<file path="config.mk">
export PLATFORM = sky130hd
export DESIGN_NAME = dmem_port_arbiter
export DESIGN_NICKNAME = d
export VERILOG_FILES = /design/src/rtl/dmem_port_arbiter.sv
export SDC_FILE = /design/constraint.sdc
export NUM_CORES = 1
export LEC_CHECK = 0
export BUFFER_PORTS_ARGS = -buffer_cell sky130_fd_sc_hd__buf_4
export CELL_PAD_IN_SITES_DETAIL_PLACEMENT = 1
export CELL_PAD_IN_SITES_GLOBAL_PLACEMENT = 1
export CORE_MARGIN = 10
export CORE_UTILIZATION = 28
export DETAILED_ROUTE_END_ITERATION = 16
export HOLD_SLACK_MARGIN = 0.1
export PLACE_DENSITY = 0.73
export SLEW_MARGIN = 20
export SYNTH_ARGS = -nofsm -noshare
export SYNTH_HDL_FRONTEND = slang
export SYNTH_SLANG_ARGS = --single-unit
</file>
<file path="constraint.sdc">
create_clock -name clk -period 9.6 [get_ports clk]
set_input_delay 1.92 -clock clk [delete_from_list [all_inputs] [get_ports clk]]
set_output_delay 1.92 -clock clk [all_outputs]
set_load 0.005 [all_outputs]
</file>
<file path="src/rtl/dmem_port_arbiter.sv">
// Shares one data-memory port between the CPU MEM stage and an external requester.
// Fixed-latency access sequencing with a bounded-wait override so the external side cannot starve.
module dmem_port_arbiter #(
  parameter int ADDR_W     = 64,
  parameter int DATA_W     = 64,
  parameter int MEM_LAT    = 1,
  parameter int STARVE_MAX = 4
) (
  input  logic              clk,
  input  logic              reset,
  input  logic              i_cpu_req,
  input  logic              i_cpu_we,
  input  logic [ADDR_W-1:0] i_cpu_addr,
  input  logic [DATA_W-1:0] i_cpu_wdata,
  output logic              o_cpu_stall,
  output logic              o_cpu_done,
  output logic [DATA_W-1:0] o_cpu_rdata,
  input  logic              i_ext_req,
  input  logic              i_ext_we,
  input  logic [ADDR_W-1:0] i_ext_addr,
  input  logic [DATA_W-1:0] i_ext_wdata,
  output logic              o_ext_gnt,
  output logic              o_ext_done,
  output logic [DATA_W-1:0] o_ext_rdata,
  output logic              o_mem_read,
  output logic              o_mem_write,
  output logic [ADDR_W-1:0] o_mem_addr,
  output logic [DATA_W-1:0] o_mem_wdata,
  input  logic [DATA_W-1:0] i_mem_rdata
);

  localparam int LAT_W = (MEM_LAT > 1) ? $clog2(MEM_LAT) : 1;
  localparam int SC_W  = $clog2(STARVE_MAX + 1);
  localparam logic [LAT_W-1:0] LAT_INIT = LAT_W'(MEM_LAT - 1);
  localparam logic [SC_W-1:0]  SC_MAX   = SC_W'(STARVE_MAX);

  typedef enum logic [1:0] {
    S_IDLE     = 2'd0,
    S_BUSY_CPU = 2'd1,
    S_BUSY_EXT = 2'd2,
    S_RESP     = 2'd3
  } state_t;

  state_t           r_state;
  logic [LAT_W-1:0] r_lat_cnt;
  logic [SC_W-1:0]  r_starve_cnt;
  logic             w_ext_forced;

  // The CPU loses a contested IDLE cycle only once the external side has waited its full budget.
  assign w_ext_forced = i_ext_req && (r_starve_cnt == SC_MAX);
  assign o_cpu_stall  = i_cpu_req & ~o_cpu_done;

  always_ff @(posedge clk or posedge reset) begin
    if (reset) begin
      r_state      <= S_IDLE;
      r_lat_cnt    <= '0;
      r_starve_cnt <= '0;
      o_cpu_done   <= 1'b0;
      o_ext_done   <= 1'b0;
      o_ext_gnt    <= 1'b0;
      o_cpu_rdata  <= '0;
      o_ext_rdata  <= '0;
      o_mem_read   <= 1'b0;
      o_mem_write  <= 1'b0;
      o_mem_addr   <= '0;
      o_mem_wdata  <= '0;
    end else begin
      o_cpu_done <= 1'b0;
      o_ext_done <= 1'b0;
      unique case (r_state)
        S_IDLE: begin
          if (i_cpu_req && !w_ext_forced) begin
            r_state     <= S_BUSY_CPU;
            r_lat_cnt   <= LAT_INIT;
            o_mem_read  <= ~i_cpu_we;
            o_mem_write <= i_cpu_we;
            o_mem_addr  <= i_cpu_addr;
            o_mem_wdata <= i_cpu_wdata;
            if (!i_ext_req) begin
              r_starve_cnt <= '0;
            end else if (r_starve_cnt != SC_MAX) begin
              r_starve_cnt <= r_starve_cnt + 1'b1;
            end
          end else if (i_ext_req) begin
            r_state      <= S_BUSY_EXT;
            r_lat_cnt    <= LAT_INIT;
            o_ext_gnt    <= 1'b1;
            o_mem_read   <= ~i_ext_we;
            o_mem_write  <= i_ext_we;
            o_mem_addr   <= i_ext_addr;
            o_mem_wdata  <= i_ext_wdata;
            r_starve_cnt <= '0;
          end else begin
            r_starve_cnt <= '0;
          end
        end
        S_BUSY_CPU, S_BUSY_EXT: begin
          if (r_lat_cnt == '0) begin
            if (o_mem_read) begin
              if (r_state == S_BUSY_CPU) begin
                o_cpu_rdata <= i_mem_rdata;
              end else begin
                o_ext_rdata <= i_mem_rdata;
              end
            end
            o_cpu_done  <= (r_state == S_BUSY_CPU);
            o_ext_done  <= (r_state == S_BUSY_EXT);
            o_ext_gnt   <= 1'b0;
            o_mem_read  <= 1'b0;
            o_mem_write <= 1'b0;
            o_mem_addr  <= '0;
            o_mem_wdata <= '0;
            r_state     <= S_RESP;
          end else begin
            r_lat_cnt <= r_lat_cnt - 1'b1;
          end
        end
        S_RESP: begin
          r_state <= S_IDLE;
        end
        default: begin
          r_state <= S_IDLE;
        end
      endcase
    end
  end

endmodule

</file>
==> results.txt, run 1 <==
----------------------------------------------------
[Clocking]
  Clock sink count ... 266
  Cell at the root of the clock tree ... sky130_fd_sc_hd__clkbuf_16
  Total clock buffers created by CTS ... 34
  Maximum clock path buffer count ... 3
  Max H-tree Level ... 2
  Post CTS Setup Buffer Count ... 0
  Clock Pin Slew Worst Setup and Hold Paths ... 60 ps
  # resized after CTS ... 0
  Clk Latency, worst-skew pair ... 540 ps
  CTS hold repair buffers ... 0
  CTS tree ... yes

[Floorplanning]
  Initial standard-cell utilization of the core ... 28.2%
  Die span in x ... 233 µm
  Top-level I/O count ... 588
  Standard cell core area ... 45200 µm²
  Die H ... 233 µm
  Count of standard-cell rows ... 78
  Die ar. ... 54400 µm²

[Logic synthesis]
  Flip-flop and latch count after synthesis ... 266
  Leading area contributor after synthesis ... sky130_fd_sc_hd__dfrtp_1
  Count of flip-flops with a built-in enable after synthesis ... 0
  Average cell area after synthesis ... 11.9 µm²
  Warnings from Yosys ... 0
  Async S/R FF share, synth ... 100%
  Post-synthesis sequential area ratio ... 52.3%
  Synth area leaders ... sky130_fd_sc_hd__dfrtp_1, sky130_fd_sc_hd__o311ai_2, sky130_fd_sc_hd__mux2_2
  Count of cell types in the netlist ... 36
  Gate count of the mapped netlist ... 1071
  Leading register cell type out of synthesis ... sky130_fd_sc_hd__dfrtp_1
  Fraction of post-synthesis cell area in the top cell type by area ... 52.3%
  Nets in the synthesized netlist ... 1404
  Area of the mapped netlist ... 12700 µm²

[Setup path]
  Critical path arrival ... 2470 ps
  Cells traversed along the worst timing path ... buf_4 > inv_2 > nor2_1 > buf_4
  Dominant cell type by count on the critical path ... sky130_fd_sc_hd__buf_4
  Data required, critical path ... 7680 ps
  Largest fanout on the critical path ... 4
  Kind of capture point of the worst setup path ... primary output
  Path type of the worst setup path ... primary input to primary output
  Crit start category ... primary input
  Longest individual stage delay on the worst path ... 210 ps
  Worst path slowest cell ... sky130_fd_sc_hd__nor2_1

[STA]
  Final count of hold timing violations ... 0
  Maximum achievable frequency ... 228 MHz
  Maximum clock skew at final layout ... 28.7 ps
  Final-report max-slew violation count ... 0
  Setup TNS after final layout ... 0 ps
  Final Setup Violations ... 0
  Measured slew at the worst slew-check pin ... 1180 ps
  Final critical-path required period ... 4390 ps
  Worst-case headroom to the max-slew limit ... 21.3%
  Crit share post-route ... 45.7%
  RSZ-0062 raised after global routing ... no

[Finish]
  Most common library cell in the layout ignoring fill and taps ... sky130_fd_sc_hd__buf_4
  Filler Cell Count ... 4953
  Area added between synthesis and finish ... 47.0%
  Finished Cell Area ... 18700 µm²
  Area of combinational cells with multiple inputs ... 5050 µm²
  Nets@finish ... 1929
  Total area of sequential cells ... 6660 µm²
  Post-layout util ... 41.4%
  Fraction of final layout cells sized beyond drive strength 1 ... 54.5%
  Most frequent cells in the layout ... sky130_fd_sc_hd__buf_4, sky130_fd_sc_hd__dfrtp_1, sky130_fd_sc_hd__inv_1

[Pwr]
  Final Power ... 6020 µW
  Internal power ... 3900 µW
  Leakage ... 0.00891 µW
  Pwr/cell area ... 321 nW/µm²
  Sequential power share ... 33.4%
  Worst vdd rail ir drop ... 0.180 mV
  Switching Share ... 35.1%
  Net switching component of the power ... 2120 µW
  Part of the total power dissipated in combinational logic ... 43.5%
  Power share of the clock group ... 23.1%

[Placed design]
  Placed Instance Area ... 17500 µm²
  HPWL reported at the end of detailed placement ... 38500 µm
  RePlAce Congestion ... 0.786
  Number of port buffers ... 587

[Global routing]
  Aggregate global routing overflow ... 0
  Number of global-route vias before repair ... 12.3k
  Initial antenna violation count ... 2
  Overall routing resource usage ... 19.0%
  First-pass GRT wire length ... 79400 µm
  Maximum number of pins on one net before global-route repair ... 103

[Min path]
  Tightest Hold Check Type ... register to register

[Flow run]
  Count of max-cap constraint violations ... 0

[Route]
  Initial drt markers ... 550
  Number of remaining DRC errors ... 0
  Router iterations before antenna repair ... 5
  Routed vias ... 11.3k
  Detail Route Antenna Nets ... 0
  Via count normalized by instance count ... 5.08
  Per-cell routed wire length ... 24.6 µm
  Total wirelength of the detailed-routed design ... 54600 µm

[Status]
  Result of the run ... finished clean

----------------------------------------------------
-- worst max-delay path: cells and delay by family --
kind                   cells  cell delay, ps
buffers and inverters      3             330
and+or+nand+nor            1             210
-- metal layers --
metal	global-route usage, %	vias to the layer above	share of wire, %
li1	-	5022	-
met5	0	-	0
met3	7.69	101	10
met1	21.3	5707	37
met4	7.55	0	3.7
met2	31.6	473	49
-- final timing paths --
path | to | start | cells after the start | slack, ps
min reg2reg | o_cpu_rdata[45]$_DFFE_PP0P_ | o_cpu_rdata[45]$_DFFE_PP0P_ | 1 | 500
max | o_cpu_stall | i_cpu_req | 4 | 5210
max in group asynchronous | o_mem_wdata[56]$_DFFE_PP0P_ | reset | 3 | 6590
min in group asynchronous | o_ext_rdata[39]$_DFFE_PP0P_ | reset | 2 | 1500
max reg2reg | o_mem_addr[50]$_DFFE_PP0P_ | r_state[1]$_DFFE_PP0P_ | 7 | 5910
min | o_cpu_rdata[45]$_DFFE_PP0P_ | o_cpu_rdata[45]$_DFFE_PP0P_ | 1 | 500
-- synth_stat cells (7+ instances only) --
cell	instances
sky130_fd_sc_hd__buf_1	11
sky130_fd_sc_hd__o311ai_0	30
sky130_fd_sc_hd__o311ai_1	10
sky130_fd_sc_hd__inv_1	135
sky130_fd_sc_hd__ha_1	7
sky130_fd_sc_hd__mux2_2	128
sky130_fd_sc_hd__o21ai_0	131
sky130_fd_sc_hd__clkbuf_1	47
sky130_fd_sc_hd__nand4_1	130
sky130_fd_sc_hd__buf_4	13
sky130_fd_sc_hd__dfrtp_1	266
sky130_fd_sc_hd__buf_2	34
sky130_fd_sc_hd__o311ai_2	90
-- flip-flops by register name, indices dropped and copies added, names as in the netlist, 2 cells and up --
signal        cells
r_starve_cnt      3
o_mem_addr       64
o_cpu_rdata      64
o_ext_rdata      64
o_mem_wdata      64
r_state           2
-- layout make-up --
type | instances | area share, %
inverter | 136 | 2.77
antenna | 2 | 0.0267
tap | 600 | 4.01
clock buffer | 50 | 5.35
timing repair buffer | 604 | 24.2
clock inverter | 11 | 1.14
sequential | 266 | 35.5
multi-input combinational | 554 | 27.0
-- cells by family (layout without fill, tap and decap cells) --
kind of cell	after synthesis	in the layout	synth area share [%]
AO/OA/AOI/OAI	273	273	20.2
flip-flops	266	266	52.3
buffers and inverters	251	801	8.41
AND/OR/NAND/NOR	146	146	7.17
multiplexers	128	128	11.3
adder cells (fa/ha/maj)	7	7	0.688
other	0	2	0
-- power by group through the flow --
stage,Clock (µW),Combinational [µW],Sequential [µW]
2_1_floorplan,0,1160,2020
3_3_place_gp,0,2620,1990
3_5_place_dp,0,2670,2020
4_1_cts,1440,2670,2010
5_1_grt,1490,2840,2070
6_report,1390,2620,2010
-- stage by stage --
| step | setup WS (ps) | hold slack, ps | std cells |
|---|---|---|---|
| after floorplan | 355 | 476 | 1071 |
| after global placement | 4790 | 488 | 2160 |
| after detailed placement | 4760 | 495 | 2160 |
| after CTS | 5190 | 508 | 2221 |
| after global routing | 5180 | 514 | 2223 |
| final | 5210 | 504 | 2223 |
(Power assumes the default switching activity.)
==> run 2: changes to the inputs <==
- PLACE_DENSITY: 0.73 -> 0.71
- clock period: 9.6 -> 4.5 ns (I/O delays scaled with it)
==> results.txt, run 2 (synthesis gave the netlist of run 1 again) <==
----------------------------------------------------
[Route]
  Per-cell routed wire length ... 24.7 µm (+0.68%)
  Number of remaining DRC errors ... 0 (unchanged)
  Detail Route Antenna Nets ... 0 (unchanged)
  Total wirelength of the detailed-routed design ... 55000 µm (+0.68%)
  Initial drt markers ... 574 (+4.4%)
  Routed vias ... 11.3k (+0.28%)
  Router iterations before antenna repair ... 5 (unchanged)
  Via count normalized by instance count ... 5.10 (+0.28%)

[STA]
  Final count of hold timing violations ... 0 (unchanged)
  Maximum clock skew at final layout ... 10.5 ps (-18.1 ps)
  Maximum achievable frequency ... 360 MHz
  Worst-case headroom to the max-slew limit ... 24.8% (+3.5 points)
  RSZ-0062 raised after global routing ... no
  Crit share post-route ... 61.8%
  Final critical-path required period ... 2780 ps
  Hold Worst Slack ... 461 ps (-42.4 ps)
  Measured slew at the worst slew-check pin ... 1130 ps (-52.3 ps)
  Final-report max-slew violation count ... 0 (unchanged)
  Final Setup Violations ... 0 (unchanged)
  Setup TNS after final layout ... 0 ps (unchanged)

[Setup path]
  Critical path arrival ... 1880 ps (-590 ps)
  Longest individual stage delay on the worst path ... 460 ps (+250 ps)
  Path type of the worst setup path ... primary input to primary output
  Crit start category ... primary input
  Worst path slowest cell ... sky130_fd_sc_hd__buf_4
  Data required, critical path ... 3600 ps (-4080 ps)
  Dominant cell type by count on the critical path ... sky130_fd_sc_hd__buf_4
  Largest fanout on the critical path ... 45 (+41)
  Depth of the worst register-to-register path ... 6 (-1)
  Kind of capture point of the worst setup path ... primary output
  Cells traversed along the worst timing path ... buf_4 > inv_2 > nor2_1 > buf_4
  Start of the worst register-to-register path ... r_state[0]$_DFFE_PP0P_
  FF-to-FF End ... o_mem_wdata[29]$_DFFE_PP0P_
  Reg2Reg Setup Slack ... 1750 ps (-4160 ps)

[Floorplanning]
  Die H ... 233 µm (unchanged)
  Die span in x ... 233 µm (unchanged)
  Top-level I/O count ... 588 (unchanged)
  Die ar. ... 54400 µm² (unchanged)
  Initial standard-cell utilization of the core ... 28.2% (unchanged)
  Standard cell core area ... 45200 µm² (unchanged)
  Count of standard-cell rows ... 78 (unchanged)

[Finish]
  Nets@finish ... 1931 (+0.10%)
  Most common library cell in the layout ignoring fill and taps ... sky130_fd_sc_hd__buf_4
  Total area of sequential cells ... 6660 µm² (unchanged)
  Most frequent cells in the layout ... sky130_fd_sc_hd__buf_4, sky130_fd_sc_hd__dfrtp_1, sky130_fd_sc_hd__inv_1
  Fraction of final layout cells sized beyond drive strength 1 ... 54.7% (+0.12 points)
  Area added between synthesis and finish ... 46.5%
  Filler Cell Count ... 5023 (+1.4%)
  Area of combinational cells with multiple inputs ... 5050 µm² (unchanged)

[Clocking]
  Cell at the root of the clock tree ... sky130_fd_sc_hd__clkbuf_16
  CTS hold repair buffers ... 0 (unchanged)
  Clock sink count ... 266 (unchanged)
  Clk Latency, worst-skew pair ... 570 ps (+30 ps)
  Clock Pin Slew Worst Setup and Hold Paths ... 60 ps (about the same)
  CTS tree ... yes
  Maximum clock path buffer count ... 3 (unchanged)
  Total clock buffers created by CTS ... 31 (-8.8%)
  Post CTS Setup Buffer Count ... 0 (unchanged)
  # resized after CTS ... 0 (unchanged)
  Max H-tree Level ... 1 (-1)

[Global routing]
  Initial antenna violation count ... 5 (+3)
  Number of global-route vias before repair ... 12.5k (+2.3%)
  First-pass GRT wire length ... 80500 µm (+1.4%)
  Maximum number of pins on one net before global-route repair ... 135 (+31%)
  Aggregate global routing overflow ... 0 (unchanged)
  Overall routing resource usage ... 19.0% (about the same)

[Pwr]
  Leakage ... 0.00886 µW (-0.45%)
  Pwr/cell area ... 673 nW/µm² (+110%)
  Worst vdd rail ir drop ... 0.400 mV (+120%)
  Final Power ... 12600 µW (+110%)

[Status]
  Result of the run ... finished clean

[Placed design]
  RePlAce Congestion ... 0.797 (+1.5%)
  Number of port buffers ... 587 (unchanged)
  HPWL reported at the end of detailed placement ... 40000 µm (+3.9%)

[Min path]
  Tightest Hold Check Type ... primary input to asynchronous set/reset pin

[Flow run]
  Count of max-cap constraint violations ... 0 (unchanged)

----------------------------------------------------
-- run 2: changes by cell type in the layout (fill, tap and decap cells not counted) --
cell / change
sky130_fd_sc_hd__clkinv_2: +7
sky130_fd_sc_hd__bufinv_16: -1
sky130_fd_sc_hd__inv_8: -2
sky130_fd_sc_hd__clkbuf_1: -2
sky130_fd_sc_hd__buf_12: +7
sky130_fd_sc_hd__clkinvlp_4: +4
sky130_fd_sc_hd__clkbuf_16: -4
sky130_fd_sc_hd__inv_6: -1
sky130_fd_sc_hd__clkbuf_8: -4
sky130_fd_sc_hd__clkinv_8: -2
sky130_fd_sc_hd__buf_4: -2
-- run 2: critical path, delay by kind of cell --
family,cells,cell delay (ps)
buffers and inverters,3,760
AND/OR/NAND/NOR,1,190
-- run 2: how the worst max path moves through the flow --
| stage | endpoint | slack (ps) | from |
|---|---|---|---|
| 3_5_place_dp | r_starve_cnt[2]$_DFFE_PP0P_ | 1460 | i_cpu_req |
| 3_3_place_gp | r_starve_cnt[2]$_DFFE_PP0P_ | 1490 | i_cpu_req |
| 4_1_cts | o_mem_wdata[29]$_DFFE_PP0P_ | 1710 | r_state[0]$_DFFE_PP0P_ |
| 2_1_floorplan | o_cpu_done$_DFF_PP0_ | 90 | reset |
| 6_report | o_cpu_stall | 1720 | i_cpu_req |
| 5_1_grt | o_mem_wdata[29]$_DFFE_PP0P_ | 1550 | r_state[0]$_DFFE_PP0P_ |
-- run 2: final cells by class --
class,count,share of cell area (%)
clock inverters,16,1.01
clock buffers,40,4.50
multi-input cells,554,27.1
well taps,600,4.02
diodes,2,0.0268
repair buffers,609,25.0
flip-flops and latches,266,35.7
inverters,136,2.76
-- run 2: metal layers --
metal	track usage [%]	vias to the layer above	wire (µm)
met4	5.48	6	1480
met2	33.2	436	27600
met3	6.35	73	5110
li1	-	5026	-
met1	21.6	5794	20800
met5	0	-	47
-- run 2: per-stage QoR --
step / util [%] / instance area (µm²) / cells / worst slack (ps)
final: 41.3 / 18700 / 2223 / 1720
after global routing: 41.3 / 18700 / 2221 / 1550
after CTS: 41.2 / 18600 / 2220 / 1710
after detailed placement: 39.0 / 17600 / 2164 / 1460
after global placement: 39.0 / 17600 / 2164 / 1490
after floorplan: - / 12700 / 1071 / 88.5
-- run 2: power breakdown --
group          internal (µW)  switching (µW)  total, µW
registers               3610             703       4320
clock network           1540            1060       2590
logic                   2920            2730       5650
==> run 3: changes to the inputs <==
- clock period: 4.5 -> 2.7 ns (I/O delays scaled with it)
==> results.txt, run 3 (synthesis gave the netlist of run 1 again) <==
----------------------------------------------------
[Placed design]
  HPWL reported at the end of detailed placement ... 40100 µm (+0.23%)
  RePlAce Congestion ... 0.786 (-1.5%)
  Number of port buffers ... 587 (unchanged)
  # placed instances ... 2165 (+0.046%)

[Clocking]
  # resized after CTS ... 0 (unchanged)
  Clock Pin Slew Worst Setup and Hold Paths ... 60 ps (about the same)
  Cell at the root of the clock tree ... sky130_fd_sc_hd__clkbuf_16
  Maximum clock path buffer count ... 3 (unchanged)
  Clk Latency, worst-skew pair ... 590 ps (+20 ps)
  Total clock buffers created by CTS ... 31 (unchanged)
  CTS tree ... yes
  Max H-tree Level ... 1 (unchanged)
  CTS hold repair buffers ... 1 (+1)
  Post CTS Setup Buffer Count ... 0 (unchanged)
  Clock sink count ... 266 (unchanged)

[STA]
  Final-report max-slew violation count ... 0 (unchanged)
  Measured slew at the worst slew-check pin ... 743 ps (-385 ps)
  RSZ-0062 raised after global routing ... no
  Maximum clock skew at final layout ... 13.0 ps (+2.50 ps)
  Setup TNS after final layout ... 0 ps (unchanged)
  Worst-case headroom to the max-slew limit ... 50.5% (+26 points)
  Final critical-path required period ... 2170 ps
  Maximum achievable frequency ... 462 MHz
  Final Setup Violations ... 0 (unchanged)
  Crit share post-route ... 80.2%
  Final count of hold timing violations ... 0 (unchanged)

[Route]
  Number of remaining DRC errors ... 0 (unchanged)
  Total wirelength of the detailed-routed design ... 55400 µm (+0.67%)
  Via count normalized by instance count ... 5.12 (+0.50%)
  Routed vias ... 11.4k (+0.59%)
  Detail Route Antenna Nets ... 0 (unchanged)
  Per-cell routed wire length ... 24.9 µm (+0.58%)
  Initial drt markers ... 513 (-11%)
  Router iterations before antenna repair ... 5 (unchanged)

[Pwr]
  Part of the total power dissipated in combinational logic ... 44.5% (-0.5 points)
  Leakage ... 0.00898 µW (+1.3%)
  Sequential power share ... 33.4% (-1.0 points)
  Worst vdd rail ir drop ... 0.945 mV (+140%)
  Pwr/cell area ... 1130 nW/µm² (+68%)
  Net switching component of the power ... 7560 µW (+68%)
  Switching Share ... 35.3% (-0.48 points)
  Power share of the clock group ... 22.1% (+1.4 points)
  Internal power ... 13900 µW (+72%)

[Status]
  Result of the run ... finished clean

[Global routing]
  Initial antenna violation count ... 6 (+1)
  Aggregate global routing overflow ... 0 (unchanged)
  Maximum number of pins on one net before global-route repair ... 130 (-3.7%)
  Number of global-route vias before repair ... 12.6k (+0.40%)
  First-pass GRT wire length ... 81300 µm (+0.93%)
  Overall routing resource usage ... 19.2% (+0.24 points)

[Floorplanning]
  Standard cell core area ... 45200 µm² (unchanged)
  Die H ... 233 µm (unchanged)
  Initial standard-cell utilization of the core ... 28.2% (unchanged)
  Top-level I/O count ... 588 (unchanged)
  Die span in x ... 233 µm (unchanged)
  Die ar. ... 54400 µm² (unchanged)
  Count of standard-cell rows ... 78 (unchanged)

[Setup path]
  Path type of the worst setup path ... register to register
  Kind of capture point of the worst setup path ... register
  Data required, critical path ... 3160 ps (-440 ps)
  Worst path buffer plus inverter count ... 2 (-1)
  Critical path arrival ... 2630 ps (+750 ps)
  Largest fanout on the critical path ... 41 (-8.9%)
  Cells traversed along the worst timing path ... inv_1 > ha_1 > and2b_4 > o21ai_4 > buf_4 > o311ai_0
  Longest individual stage delay on the worst path ... 430 ps (-30 ps)
  Delay-heaviest family, CP ... compound AO/OA/AOI/OAI gates
  Crit start category ... register
  Worst path slowest cell ... sky130_fd_sc_hd__o311ai_0

[Finish]
  Fraction of final layout cells sized beyond drive strength 1 ... 54.8% (+0.18 points)
  Most frequent cells in the layout ... sky130_fd_sc_hd__buf_4, sky130_fd_sc_hd__dfrtp_1, sky130_fd_sc_hd__inv_1
  Most common library cell in the layout ignoring fill and taps ... sky130_fd_sc_hd__buf_4
  Nets@finish ... 1932 (+0.052%)
  Area added between synthesis and finish ... 48.5%
  Number of standard cells in the layout, taps in and fillers out ... 2225 (+0.090%)
  Filler Cell Count ... 4975 (-0.96%)

[Min path]
  Tightest Hold Check Type ... primary input to register

[Flow run]
  Count of max-cap constraint violations ... 0 (unchanged)

----------------------------------------------------
## run 3: changes by cell type in the layout (fill, tap and decap cells not counted)
| cell | delta |
|---|---|
| sky130_fd_sc_hd__clkbuf_1 | -3 |
| sky130_fd_sc_hd__buf_12 | +9 |
| sky130_fd_sc_hd__inv_16 | +1 |
| sky130_fd_sc_hd__clkinv_4 | +1 |
| sky130_fd_sc_hd__dlygate4sd3_1 | +1 |
| sky130_fd_sc_hd__clkinvlp_4 | -3 |
| sky130_fd_sc_hd__buf_4 | -9 |
| sky130_fd_sc_hd__clkbuf_8 | +6 |
| sky130_fd_sc_hd__clkinv_2 | -4 |
| sky130_fd_sc_hd__inv_6 | +1 |
| sky130_fd_sc_hd__bufinv_16 | +2 |
## run 3: area by class of cell
cell class	instances	area [µm²]	share of cell area (%)
antenna	2	5.00	0.0265
inverter	136	514	2.72
multi-input combinational	554	5050	26.7
tap	600	751	3.97
clock buffer	43	911	4.82
timing repair buffer	610	4780	25.3
clock inverter	14	243	1.28
sequential	266	6660	35.2
## run 3: routing by layer
metal	share of wire [%]	vias to the layer above	GRT usage, %
li1	-	5028	-
met1	38	5827	21.9
met2	50	466	33.6
met3	9.6	75	6.67
met4	2.7	6	4.93
met5	0.072	-	0
## run 3: final timing paths
check,start,cells after the start,end,slack [ps]
setup / recovery,r_state[0]$_DFFE_PP0P_,6,o_mem_wdata[33]$_DFFE_PP0P_,530
hold / removal,i_mem_rdata[22],2,o_ext_rdata[22]$_DFFE_PP0P_,190
setup reg to reg,r_state[0]$_DFFE_PP0P_,6,o_mem_wdata[33]$_DFFE_PP0P_,530
hold reg to reg,o_ext_rdata[42]$_DFFE_PP0P_,1,o_ext_rdata[42]$_DFFE_PP0P_,500
max in group asynchronous,reset,4,o_mem_addr[7]$_DFFE_PP0P_,1340
min in group asynchronous,reset,4,o_mem_wdata[38]$_DFFE_PP0P_,660
## run 3: worst reg2reg max path, delay by kind of cell, from the launching register on
kind,cells,cell delay [ps]
DFF,1,400
and+or+nand+nor,1,260
buffers and inverters,2,420
adders and majority gates,1,420
AOI/OAI and AO/OA,2,540
## run 3: power by group through the flow
stage	Clock, µW	Combinational, µW	Sequential (µW)
floorplan	0	4130	7170
global placement	0	9490	7090
detailed placement	0	9700	7210
CTS	4880	9720	7170
global route	5060	10300	7390
finish	4740	9540	7160
## run 3: metrics by stage
step | area, µm² | util (%) | hold slack (ps) | setup WS (ps) | total power, µW
global placement | 17700 | 39.3 | 488 | 655 | 16600
CTS | 18900 | 41.8 | 148 | 491 | 21800
detailed placement | 17700 | 39.3 | 495 | 497 | 16900
finish | 18900 | 41.9 | 190 | 533 | 21400
global route | 18900 | 41.8 | 155 | 338 | 22800
floorplan | 12700 | - | 476 | -1350 | 11300
